$ cat config.mk
export PLATFORM = sky130hd
export DESIGN_NAME = mem_arbiter
export DESIGN_NICKNAME = d
export VERILOG_FILES = /design/src/rtl/mem_arb_pkg.sv /design/src/rtl/mem_arb_pick2.sv /design/src/rtl/mem_arbiter.sv
export SDC_FILE = /design/constraint.sdc
export NUM_CORES = 1
export LEC_CHECK = 0
export CAP_MARGIN = 40
export CORE_ASPECT_RATIO = 1.2
export CORE_MARGIN = 4
export CORE_UTILIZATION = 40
export DETAILED_ROUTE_END_ITERATION = 12
export PLACE_DENSITY = 0.8
export SLEW_MARGIN = 20
export SYNTH_ARGS = -nofsm -noshare
export SYNTH_HDL_FRONTEND = slang
export SYNTH_HIERARCHICAL = 1
export SYNTH_SLANG_ARGS = --single-unit
$ cat constraint.sdc
create_clock -name clk -period 3.2 [get_ports clk]
set_clock_uncertainty 0.1 [all_clocks]
set_input_delay 0.96 -clock clk [delete_from_list [all_inputs] [get_ports clk]]
set_output_delay 0.96 -clock clk [all_outputs]
set_load 0.005 [all_outputs]
$ cat src/rtl/mem_arb_pkg.sv
// Shared types and constants for the data-memory port arbiter.
// Used by mem_arbiter and arb_pick2.
package mem_arb_pkg;

    typedef enum logic [1:0] {
        IDLE = 2'd0,
        REQ  = 2'd1,
        RESP = 2'd2,
        DONE = 2'd3
    } state_t;

    localparam logic MST_IFU = 1'b0;
    localparam logic MST_LSU = 1'b1;

    localparam int TIMEOUT_DEF = 255;

endpackage

$ cat src/rtl/mem_arb_pick2.sv
// Two-way request picker, one-hot grant (bit 0 IFU, bit 1 LSU).
// ARB_RR_EN: round-robin pointer; otherwise fixed LSU > IFU.
module arb_pick2
    import mem_arb_pkg::*;
(
    input  logic       clk,
    input  logic       rst,
    input  logic [1:0] req,
    input  logic       upd,
    output logic [1:0] gnt
);

`ifdef ARB_RR_EN
    logic ptr;

    // Point at the master that was not just granted
    always_ff @(posedge clk or negedge rst) begin
        if (!rst) begin
            ptr <= MST_LSU;
        end else if (upd) begin
            ptr <= gnt[MST_IFU] ? MST_LSU : MST_IFU;
        end
    end

    // Lone requester wins; on conflict the favoured master wins
    always_comb begin
        gnt = req;
        if (&req) begin
            gnt = (ptr == MST_LSU) ? 2'b10 : 2'b01;
        end
    end
`else
    logic unused;
    assign unused = ^{clk, rst, upd};

    // Fixed priority, LSU ahead of IFU
    always_comb begin
        gnt = req;
        if (req[MST_LSU]) begin
            gnt = 2'b10;
        end
    end
`endif

endmodule

$ cat src/rtl/mem_arbiter.sv
// IFU/LSU arbiter for the single data-memory port, one txn in flight.
// Optional ARB_RR_EN selects round-robin instead of LSU priority.
module mem_arbiter
    import mem_arb_pkg::*;
#(
    parameter int ADDR_W  = 32,
    parameter int DATA_W  = 32,
    parameter int TIMEOUT = TIMEOUT_DEF
) (
    input  logic              clk,
    input  logic              rst,
    input  logic              ifu_req_valid,
    output logic              ifu_req_ready,
    input  logic [ADDR_W-1:0] ifu_req_addr,
    output logic              ifu_resp_valid,
    input  logic              ifu_resp_ready,
    input  logic              lsu_req_valid,
    output logic              lsu_req_ready,
    input  logic [ADDR_W-1:0] lsu_req_addr,
    input  logic              lsu_req_wen,
    input  logic [DATA_W-1:0] lsu_req_wdata,
    input  logic [7:0]        lsu_req_wmask,
    output logic              lsu_resp_valid,
    input  logic              lsu_resp_ready,
    output logic [DATA_W-1:0] resp_rdata,
    output logic              resp_err,
    output logic              s_req_valid,
    input  logic              s_req_ready,
    output logic [ADDR_W-1:0] s_req_addr,
    output logic              s_req_wen,
    output logic [DATA_W-1:0] s_req_wdata,
    output logic [7:0]        s_req_wmask,
    input  logic              s_resp_valid,
    output logic              s_resp_ready,
    input  logic [DATA_W-1:0] s_resp_rdata
);

    localparam int CW = $clog2(TIMEOUT + 1);

    state_t            state_q;
    state_t            state_d;
    logic              grant_q;
    logic [ADDR_W-1:0] addr_q;
    logic              wen_q;
    logic [DATA_W-1:0] wdata_q;
    logic [7:0]        wmask_q;
    logic [DATA_W-1:0] rdata_q;
    logic              err_q;
    logic [CW-1:0]     cnt_q;
    logic [CW-1:0]     cnt_inc;
    logic              expired;
    logic [1:0]        req;
    logic [1:0]        gnt;
    logic              req_hs;

    assign req    = {lsu_req_valid, ifu_req_valid};
    assign req_hs = (state_q == IDLE) && (|req);

    // The RESP cycle that would bring the count to TIMEOUT is the last
    assign cnt_inc = cnt_q + CW'(1);
    assign expired = (cnt_inc == CW'(TIMEOUT));

    arb_pick2 u_pick (
        .clk (clk),
        .rst (rst),
        .req (req),
        .upd (req_hs),
        .gnt (gnt)
    );

    assign s_req_addr  = addr_q;
    assign s_req_wen   = wen_q;
    assign s_req_wdata = wdata_q;
    assign s_req_wmask = wmask_q;
    assign resp_rdata  = rdata_q;
    assign resp_err    = err_q;

    // State register
    always_ff @(posedge clk or negedge rst) begin
        if (!rst) begin
            state_q <= IDLE;
        end else begin
            state_q <= state_d;
        end
    end

    // Next state and handshake outputs
    always_comb begin
        state_d        = state_q;
        ifu_req_ready  = 1'b0;
        lsu_req_ready  = 1'b0;
        s_req_valid    = 1'b0;
        s_resp_ready   = 1'b0;
        ifu_resp_valid = 1'b0;
        lsu_resp_valid = 1'b0;
        unique case (state_q)
            IDLE: begin
                ifu_req_ready = rst & gnt[MST_IFU];
                lsu_req_ready = rst & gnt[MST_LSU];
                if (|req) begin
                    state_d = REQ;
                end
            end
            REQ: begin
                s_req_valid = 1'b1;
                if (s_req_ready) begin
                    state_d = RESP;
                end
            end
            RESP: begin
                s_resp_ready = 1'b1;
                if (s_resp_valid || expired) begin
                    state_d = DONE;
                end
            end
            DONE: begin
                ifu_resp_valid = (grant_q == MST_IFU);
                lsu_resp_valid = (grant_q == MST_LSU);
                if (grant_q == MST_LSU ? lsu_resp_ready : ifu_resp_ready) begin
                    state_d = IDLE;
                end
            end
        endcase
    end

    // Request latch, response latch and timeout counter
    always_ff @(posedge clk or negedge rst) begin
        if (!rst) begin
            grant_q <= MST_IFU;
            addr_q  <= '0;
            wen_q   <= 1'b0;
            wdata_q <= '0;
            wmask_q <= '0;
            rdata_q <= '0;
            err_q   <= 1'b0;
            cnt_q   <= '0;
        end else begin
            if (req_hs) begin
                grant_q <= gnt[MST_LSU];
                if (gnt[MST_LSU]) begin
                    addr_q  <= lsu_req_addr;
                    wen_q   <= lsu_req_wen;
                    wdata_q <= lsu_req_wdata;
                    wmask_q <= lsu_req_wmask;
                end else begin
                    addr_q  <= ifu_req_addr;
                    wen_q   <= 1'b0;
                    wdata_q <= '0;
                    wmask_q <= 8'h00;
                end
            end
            if (state_q == REQ && s_req_ready) begin
                cnt_q <= '0;
            end
            if (state_q == RESP) begin
                if (s_resp_valid) begin
                    rdata_q <= s_resp_rdata;
                    err_q   <= 1'b0;
                end else if (expired) begin
                    rdata_q <= '0;
                    err_q   <= 1'b1;
                end else begin
                    cnt_q <= cnt_inc;
                end
            end
        end
    end

endmodule

==> impl_results.md <==
- Kind of critical path: input port to primary output
- Synthesized area: 5051 sq um
- Final Cycle Share: 0.9537
- # Max-Cap Violations: 0
- Starting DRT DRC Count: 220
- Setup crit start: ifu_req_valid
- Sequential share of power: 0.343
- R2R Setup Slk: 0.68 ns
- Area of the multi-input gates: 1944 sq um
- Crit-path max cell delay: 0.49 ns
- Vias post-DR: 4520
- Via-to-Cell Ratio: 4.945
- Worst-path clk slew: 0.05 ns
- F_max: 327.7 MHz
- Proportion of layout cells with a drive suffix above 1: 0.06773
- Setup violators final: 0
- RSZ-0062 raised after global routing: no
- Commonest non-fill, non-tap cell in the layout: clkdlybuf4s50_1
- Most frequent cells in the layout: clkdlybuf4s50_1, nand2_1, dfrtp_1
- Setup crit end kind: primary output
- Slowest cell on crit path: clkdlybuf4s50_1
- Sequential-to-total area share from yosys stat: 0.5796
- Placed instance area: 7776 sq um
- Largest net degree at the start of global routing: 85
- CTS max path bufs: 2
- Min cycle time layout: 3.052 ns
- Synth warnings: 6
- Root Buffer Master: clkbuf_16
- # nets final: 892
- Fin area: 8424 sq um
- Worst r2r src: cnt_q[0]
- Internal power: 5.201 mW
- Relative slew slack: 0.6316
- Height of the die: 131.1 microns
- Syn-to-layout area delta: 66.78%
- Crit path arrival time: 1.99 ns
- I/O pin count: 257
- Site Rows: 44
- Cell variety after synth: 40
- Post-CTS sizing: 1
- TritonRoute pass-1 iters: 4
- EDFF count, synth: 0
- Number of hold buffers added after cts: 0
- Pwr/cell area: 885.6 nW/um^2
- Initial antenna violation count: 0
- Leading area contributor after synthesis: dfrtp_1
- Hold Startpoint: s_req_addr[13]
- Psw: 2.260 mW
- WL per Instance: 15.90 microns
- Layout filler cell count: 940
- Crit-path cells: clkdlybuf4s50_1 > nor2b_4 > and3_1 > dlygate4sd2_1
- Number of H-tree levels: 4
- Final hold violations: 0
- CP Launch Type: input port
- Syn_area_per_cell: 10.29 sq um
- Hold Path Class: flop to flop
- Die Wd: 110.6 microns
- DRC violations left: 0
- Crit-path leading delay family: buffers and inverters
- PortBufs: 256
- Initial core utilization: 0.4133
- Post-synth ARST share: 1.000
- Buf+Inv Stages, Crit Path: 2
- Post-CTS setup repair buffer count: 0
- Diode count: 0
- Worst Tran Pin Value: 0.5527 ns
- Yosys top cell area share: 0.5796
- Pre-CTS setup slack: -0.1128 ns
- Storage element area: 2928 sq um
- Setup ws final: 0.1483 ns
- Vias in the first global route: 4714
- Outcome: completed
- Core ar.: 12220 sq um
- Max-slew violation count: 0
- Mapped Cells: 491
- Worst skew pair latency: 0.40 ns
- Clock power share: 0.263
- Sw Share: 0.3029
- Synth Net Count: 642
- Final HPWL DP: 10950 microns
- Global route overflow: 0
- First-pass GRT wire length: 23750 microns
- Post-Route WL: 14540 microns
- Max FO, Critical Path: 2
- FF+latch count, synth: 117
- Area contributors post-synth: dfrtp_1, nand2_1, o21ai_0, mux2i_1, a22o_1
- Post-route ant nets: 0
- Worst vdd ir: 401.2 uV
- CTS tree: built
- Die Area: 14500 sq um
- GRT Total Usage: 0.2013
- Worst path required time: 2.14 ns
- Logic gate share of total power: 0.394
- Synth Flop Type: dfrtp_1
- Sink Count: 117
- Leakage Power: 3.794 nW
- CTS Buf Count: 17
- Placer congestion estimate: 0.8289
worst min-delay path, stage by stage, from the launching register on:
cell and delay, ns:
dfrtp_1 0.34, nand2_1 0.04, o21ai_0 0.06
synthesized netlist by cell type, types with 2 or more instances:
cell      instances
nand2_1         122
dfrtp_1         117
o21ai_0          77
mux2i_1          34
a22o_1           33
clkbuf_1         25
inv_1            12
ha_1              6
nor2_1            6
and3_1            5
buf_2             5
nor2b_1           4
a21oi_1           3
buf_1             3
nand3_1           3
o211ai_1          3
o21ai_1           3
o221ai_1          3
a22oi_1           2
and2_1            2
nand2b_1          2
nand3b_1          2
o22ai_1           2
stage by stage:
stage / total power [mW] / utilization / instances / TNS, ns / hold slack (ns)
2_1_floorplan: 3.671 / - / 491 / 0 / 0.3687
3_3_place_gp: 5.393 / 0.6340 / 881 / -0.08458 / 0.3612
3_5_place_dp: 5.523 / 0.6363 / 882 / -0.1128 / 0.3691
4_1_cts: 7.549 / 0.6870 / 913 / 0 / 0.3811
5_1_grt: 7.949 / 0.6893 / 914 / 0 / 0.3990
6_report: 7.461 / 0.6893 / 914 / 0 / 0.3764
routing by layer:
metal	global-route usage	vias to the layer above	part of all wire
met5	0	-	0
met4	0.07461	0	0.021
met3	0.07084	24	0.076
met2	0.3472	193	0.51
met1	0.2304	2109	0.40
li1	-	2194	-
registers in the layout, summed over array words and instances (netlist names):
signal	cells
s_req_wmask	8
resp_rdata	32
grant_q	1
s_req_wen	1
resp_err	1
s_req_wdata	32
s_req_addr	32
cnt_q	8
state_q	2
logic make-up (layout without fill, tap and decap cells):
kind of cell | count (synthesis) | count (layout) | synth area share
flip-flops | 117 | 117 | 0.5796
adder cells (fa/ha/maj) | 6 | 6 | 0.01486
multiplexers | 36 | 36 | 0.07258
buffers and inverters | 47 | 309 | 0.03839
AO/OA/AOI/OAI | 130 | 130 | 0.1608
AND/OR/NAND/NOR | 155 | 155 | 0.1338
power by group through the flow:
| stage | Combinational [mW] | Sequential (mW) | Clock (mW) |
|---|---|---|---|
| 2_1_floorplan | 1.09 | 2.58 | 0 |
| 3_3_place_gp | 2.86 | 2.53 | 0 |
| 3_5_place_dp | 2.95 | 2.58 | 0 |
| 4_1_cts | 2.98 | 2.56 | 2.01 |
| 5_1_grt | 3.21 | 2.65 | 2.09 |
| 6_report | 2.94 | 2.56 | 1.96 |
area by class of cell:
cell class / count / area share
sequential: 117 / 0.3475
clock buffer: 18 / 0.05213
tap: 161 / 0.02391
timing repair buffer: 266 / 0.3186
clock inverter: 13 / 0.02168
multi-input combinational: 327 / 0.2308
inverter: 12 / 0.005347
path summary, 6_finish.rpt:
kind,depth (start not counted),end
worst max-delay path,4,ifu_req_ready
worst min-delay path,2,s_req_addr[13]
worst max register to register,6,state_q[1]
worst min register to register,2,s_req_addr[13]
max in group asynchronous,3,s_req_wdata[5]
min in group asynchronous,2,s_req_wdata[27]
(Power assumes the default switching activity.)
